**src/rtl/uart_transmitter_pkg.sv**
```systemverilog
`timescale 1ns/100ps
// Shared state encoding and constants for the message-beacon UART transmitter.
package uart_transmitter_pkg;

  typedef enum logic [2:0] {
    IDLE,
    START,
    DATA,
    STOP,
    GAP
  } state_e;

  localparam int MSG_LEN              = 15;
  localparam int DEFAULT_DELAY_FRAMES = 234;
  localparam int DEFAULT_GAP_BITS     = 10;

endpackage

```
**src/rtl/uart_transmitter_msg_rom.sv**
```systemverilog
`timescale 1ns/100ps
// Combinational message ROM: "Hello, World!" followed by CR LF.
// Addresses past the message read back as an ASCII space.
module uart_tx_msg_rom (
  input  logic [3:0] addr,
  output logic [7:0] data
);

  always_comb begin
    case (addr)
      4'd0:    data = 8'h48;
      4'd1:    data = 8'h65;
      4'd2:    data = 8'h6C;
      4'd3:    data = 8'h6C;
      4'd4:    data = 8'h6F;
      4'd5:    data = 8'h2C;
      4'd6:    data = 8'h20;
      4'd7:    data = 8'h57;
      4'd8:    data = 8'h6F;
      4'd9:    data = 8'h72;
      4'd10:   data = 8'h6C;
      4'd11:   data = 8'h64;
      4'd12:   data = 8'h21;
      4'd13:   data = 8'h0D;
      4'd14:   data = 8'h0A;
      default: data = 8'h20;
    endcase
  end

endmodule

```
**src/rtl/uart_transmitter.sv**
```systemverilog
`timescale 1ns/100ps
// Free-running 8N1 UART beacon that repeats a fixed message, followed by
// GAP_BITS idle bit-times, forever.
module uart_transmitter
  import uart_transmitter_pkg::*;
#(
  parameter int DELAY_FRAMES = DEFAULT_DELAY_FRAMES,
  parameter int GAP_BITS     = DEFAULT_GAP_BITS
) (
  input  logic clk,
  input  logic rst,
  output logic uart_tx
);

  localparam int TIMER_W = $clog2(DELAY_FRAMES);
  localparam int GAP_W   = (GAP_BITS > 1) ? $clog2(GAP_BITS) : 1;
  localparam logic [TIMER_W-1:0] TIMER_MAX = TIMER_W'(DELAY_FRAMES - 1);
  localparam logic [GAP_W-1:0]   GAP_MAX   = GAP_W'((GAP_BITS > 0) ? GAP_BITS - 1 : 0);
  localparam logic [3:0]         LAST_BYTE = 4'(MSG_LEN - 1);

  state_e             state_q, state_d;
  logic [TIMER_W-1:0] timer_q, timer_d;
  logic [2:0]         bit_idx_q, bit_idx_d;
  logic [3:0]         byte_idx_q, byte_idx_d;
  logic [GAP_W-1:0]   gap_cnt_q, gap_cnt_d;
  logic [7:0]         cur_byte_q, cur_byte_d;
  logic               tx_q, tx_d;
  logic               bit_done;
  logic [3:0]         rom_addr;
  logic [7:0]         rom_byte;

  // The ROM is addressed with the byte about to be framed, so it can be
  // latched on the same edge that enters START.
  assign rom_addr = (state_q == STOP && byte_idx_q != LAST_BYTE) ? byte_idx_q + 4'd1 : 4'd0;

  uart_tx_msg_rom u_rom (
    .addr (rom_addr),
    .data (rom_byte)
  );

  assign bit_done = (timer_q == TIMER_MAX);

  always_comb begin
    state_d    = state_q;
    timer_d    = bit_done ? '0 : timer_q + 1'b1;
    bit_idx_d  = bit_idx_q;
    byte_idx_d = byte_idx_q;
    gap_cnt_d  = gap_cnt_q;
    cur_byte_d = cur_byte_q;

    case (state_q)
      IDLE: begin
        if (bit_done) begin
          state_d    = START;
          byte_idx_d = 4'd0;
          cur_byte_d = rom_byte;
        end
      end
      START: begin
        if (bit_done) begin
          state_d   = DATA;
          bit_idx_d = 3'd0;
        end
      end
      DATA: begin
        if (bit_done) begin
          bit_idx_d = bit_idx_q + 3'd1;
          if (bit_idx_q == 3'd7) state_d = STOP;
        end
      end
      STOP: begin
        if (bit_done) begin
          if (byte_idx_q != LAST_BYTE) begin
            state_d    = START;
            byte_idx_d = byte_idx_q + 4'd1;
            cur_byte_d = rom_byte;
          end else if (GAP_BITS == 0) begin
            state_d    = START;
            byte_idx_d = 4'd0;
            cur_byte_d = rom_byte;
          end else begin
            state_d   = GAP;
            gap_cnt_d = '0;
          end
        end
      end
      GAP: begin
        if (bit_done) begin
          if (gap_cnt_q == GAP_MAX) begin
            state_d    = START;
            byte_idx_d = 4'd0;
            cur_byte_d = rom_byte;
          end else begin
            gap_cnt_d = gap_cnt_q + 1'b1;
          end
        end
      end
      default: state_d = IDLE;
    endcase

    // Line level follows the state being entered, so it is registered with it.
    case (state_d)
      START:   tx_d = 1'b0;
      DATA:    tx_d = cur_byte_d[bit_idx_d];
      default: tx_d = 1'b1;
    endcase
  end

  always_ff @(posedge clk or negedge rst) begin
    if (!rst) begin
      state_q    <= IDLE;
      timer_q    <= '0;
      bit_idx_q  <= 3'd0;
      byte_idx_q <= 4'd0;
      gap_cnt_q  <= '0;
      cur_byte_q <= 8'h00;
      tx_q       <= 1'b1;
    end else begin
      state_q    <= state_d;
      timer_q    <= timer_d;
      bit_idx_q  <= bit_idx_d;
      byte_idx_q <= byte_idx_d;
      gap_cnt_q  <= gap_cnt_d;
      cur_byte_q <= cur_byte_d;
      tx_q       <= tx_d;
    end
  end

  assign uart_tx = tx_q;

endmodule

```
**config.mk**
```make
export PLATFORM = sky130hd
export DESIGN_NAME = uart_transmitter
export DESIGN_NICKNAME = d
export VERILOG_FILES = /design/src/rtl/uart_transmitter_pkg.sv /design/src/rtl/uart_transmitter_msg_rom.sv /design/src/rtl/uart_transmitter.sv
export SDC_FILE = /design/constraint.sdc
export NUM_CORES = 1
export LEC_CHECK = 0
export CAP_MARGIN = 0
export CORE_ASPECT_RATIO = 0.7
export CORE_MARGIN = 5
export CORE_UTILIZATION = 60
export DETAILED_ROUTE_END_ITERATION = 8
export GPL_TIMING_DRIVEN = 0
export PLACE_DENSITY = 0.82
export RECOVER_POWER = 50
export SLEW_MARGIN = 20
export SYNTH_ARGS = -nofsm -noshare
export SYNTH_HDL_FRONTEND = slang
export SYNTH_SLANG_ARGS = --single-unit
```
**constraint.sdc**
```tcl
create_clock -name clk -period 5.6 [get_ports clk]
set_input_delay 1.12 -clock clk [delete_from_list [all_inputs] [get_ports clk]]
set_output_delay 1.12 -clock clk [all_outputs]
set_load 0.1 [all_outputs]
```
==> results.txt <==
Fin crit share = 0.597
Leak = 0.000997 uW
CP endpoint kind = register
P_sw = 90.8 uW
Area leader, netlist = dfrtp_1
Clock sinks = 31
Drt total wl = 4210 microns
Max-slew headroom = -0.101
CTS Root Cell = clkbuf_8
Largest net degree at the start of global routing = 32
Layout cells sized above 1 = 0.101
Synth warn = 0
FILL cells = 250
Flop pwr share = 0.488
Status = finished with violations
Max Cap Viol = 1
Place WS = 2.28 ns
TritonCTS buffer count = 5
Layout net count = 256
Sequential fraction of the synthesis area = 0.374
Internal power = 368 uW
Post-Syn Instances = 228
Top FF cell, synth = dfrtp_1
Slew @ Worst Pin = 1.65 ns
Count of flip-flops with a built-in enable after synthesis = 0
First-pass DRT Iterations = 4
Die X = 80.4 microns
Post-CTS setup buffer count = 0
DRC errors left = 0
CTS max path bufs = 2
Peak supply drop = 0.164 mV
Crit path kind = reg2reg
Wire length per cell = 14.8 microns
# resized after CTS = 0
Total power = 459 uW
Setup TNS = 0 ns
Worst setup margin = 2.26 ns
Routed via count = 1646
Synth async-reset ratio = 1.00
Distinct cells, synth = 57
Final ANT Viol Nets = 0
Final Hold Vio Count = 0
Skew-Pair Late Insertion Delay = 0.29 ns
Area growth syn-to-layout = 9.15%
Final Critical Period = 3.34 ns
Start point of the critical path = byte_idx_q[0]$_DFFE_PN0P_
Nature of the critical path startpoint = register
Routability cong. = 0.877
Hold_buf cts = 0
Comb pwr share = 0.009
Flops & latches, synth = 31
Final setup viols = 0
Iter 0 DRT Violations = 147
Number of diodes = 0
R2R cell count = 13
Most frequent cells after synthesis = dfrtp_1, nand2_1, nor2_1, ha_1, o21ai_0
Sw frac = 0.198
CP Max Fanout = 7
PD cells = 202 nW/um^2
Chip height = 59.3 microns
Synth top area cells = dfrtp_1, ha_1, nand2_1, o21ai_0, nor2_1
Row count = 17
Most frequent cell after synthesis = dfrtp_1
First-pass GRT wire length = 7120 microns
Mean post-synth cell area = 9.12 sq um
Floorplan core area = 3230 sq um
TritonCTS clock tree = done
Vias in the first global route = 1512
Clock power frac = 0.502
Failing checks = capacitance limit, slew limit
GR Overflow Total = 0
Clock transition at the registers of the reported paths = 0.07 ns
I/O pin count = 3
RSZ-0062 raised after global routing = no
Initial antenna violation count = 0
Die area = 4760 sq um
H-tree Lvls = 2
End of the critical path = uart_tx$_DFF_PN1_
Starting Density = 0.643
Worst EP arrival = 3.55 ns
Hold/Removal Path Class = reg2reg
# port buffers = 2
DP HPWL = 3020 microns
Mapped Nets = 247
Top-area cell type share of the netlist area = 0.361
Slew Viols, Final = 32
F_max = 299 MHz
Launch point of the worst reg-to-reg path = byte_idx_q[0]$_DFFE_PN0P_
Mapped Area = 2080 sq um
Gr usage total = 0.197
Required @ worst endpoint = 5.81 ns
Reg-to-reg endpoint = uart_tx$_DFF_PN1_
Via/cell ratio = 5.78
Worst Skew = 0.00937 ns
Reg-to-reg slack, setup = 2.26 ns
-- metrics by stage --
stage / hold WS, ns / instance area, sq um / utilization / std cells
finish: 0.467 / 2270 / 0.702 / 285
global route: 0.520 / 2270 / 0.702 / 285
CTS: 0.472 / 2270 / 0.702 / 285
detailed placement: 0.456 / 2150 / 0.666 / 277
global placement: 0.444 / 2160 / 0.668 / 277
floorplan: 0.427 / 2080 / - / 228
-- power by group through the flow --
stage | combinational [uW] | sequential [uW] | clock (uW)
after floorplan | 0.000516 | 228 | 0
after global placement | 5.21 | 228 | 0
after detailed placement | 4.89 | 228 | 0
after CTS | 4.88 | 224 | 231
after global routing | 5.38 | 224 | 243
final | 4.30 | 224 | 230
-- metal layers --
metal | routed length [microns] | up-vias | part of all wire | track usage
li1 | - | 823 | - | -
met2 | 1600 | 46 | 0.38 | 0.265
met4 | 48 | 0 | 0.011 | 0.0651
met3 | 315 | 7 | 0.075 | 0.0638
met5 | 0 | - | 0 | 0
met1 | 2240 | 770 | 0.53 | 0.293
-- final cells by class --
class,instances,area (sq um),area share
plain buffers,10,42.5,0.0187
inverters,16,60.1,0.0265
multi-input cells,171,1200,0.529
repair buffers,2,13.8,0.00606
well taps,47,58.8,0.0259
clock buffers,6,82.6,0.0364
flip-flops and latches,31,777,0.342
clock inverters,2,35.0,0.0154
-- worst min-delay path by stage --
stage                         endpoint                     from  cells past startpoint
2_1_floorplan  cur_byte_q[7]$_DFF_PN0_  cur_byte_q[7]$_DFF_PN0_                      2
3_3_place_gp   cur_byte_q[7]$_DFF_PN0_  cur_byte_q[7]$_DFF_PN0_                      2
3_5_place_dp   cur_byte_q[7]$_DFF_PN0_  cur_byte_q[7]$_DFF_PN0_                      2
4_1_cts        cur_byte_q[7]$_DFF_PN0_  cur_byte_q[7]$_DFF_PN0_                      2
5_1_grt        cur_byte_q[7]$_DFF_PN0_  cur_byte_q[7]$_DFF_PN0_                      2
6_report       cur_byte_q[7]$_DFF_PN0_  cur_byte_q[7]$_DFF_PN0_                      2
-- cells by family (layout without fill, tap and decap cells) --
logic type,Yosys count,count (layout),share of synthesized area
multiplexers,5,5,0.0277
buffers and inverters,26,36,0.0493
AO/OA/AOI/OAI,55,55,0.187
flip-flops,31,31,0.374
adder cells (fa/ha/maj),17,17,0.102
XOR/XNOR,12,12,0.0578
AND/OR/NAND/NOR,82,82,0.203
-- worst max-delay path: stages, from the launching register on --
cell	delay, ns
dfrtp_1	0.47
inv_1	0.09
ha_1	0.20
nand3_1	0.12
nor2b_1	0.40
nand2b_1	0.25
ha_1	0.26
inv_1	0.11
nor3_1	0.06
a311o_1	0.33
a32o_1	0.28
mux2_4	0.28
a311oi_1	0.26
a32oi_1	0.13
-- state kept, by name, summed over array words and instances (netlist names) --
name,flops
byte_idx_q,4
bit_idx_q,3
gap_cnt_q,4
uart_tx,1
timer_q,8
cur_byte_q,8
state_q,3
-- layout by cell type (no fill, tap or decap), types with 2 or more instances in the layout --
cell type,n
dfrtp_1,30
nand2_1,23
nor2_1,22
o21ai_0,17
ha_1,17
inv_1,15
nand3_1,8
a21oi_1,7
xor2_1,6
clkbuf_8,6
clkbuf_1,5
or3_1,4
a31oi_1,4
xnor2_1,4
buf_2,3
nand3b_1,3
nor2b_1,3
nand4_1,3
nor3_1,3
o31ai_1,3
nand2b_1,2
buf_1,2
and3_1,2
xnor2_2,2
o22a_1,2
a2111oi_0,2
mux2i_1,2
nor3b_1,2
a311o_1,2
o21bai_1,2
mux2_2,2
No activity file was read; power rests on OpenSTA's default activity.
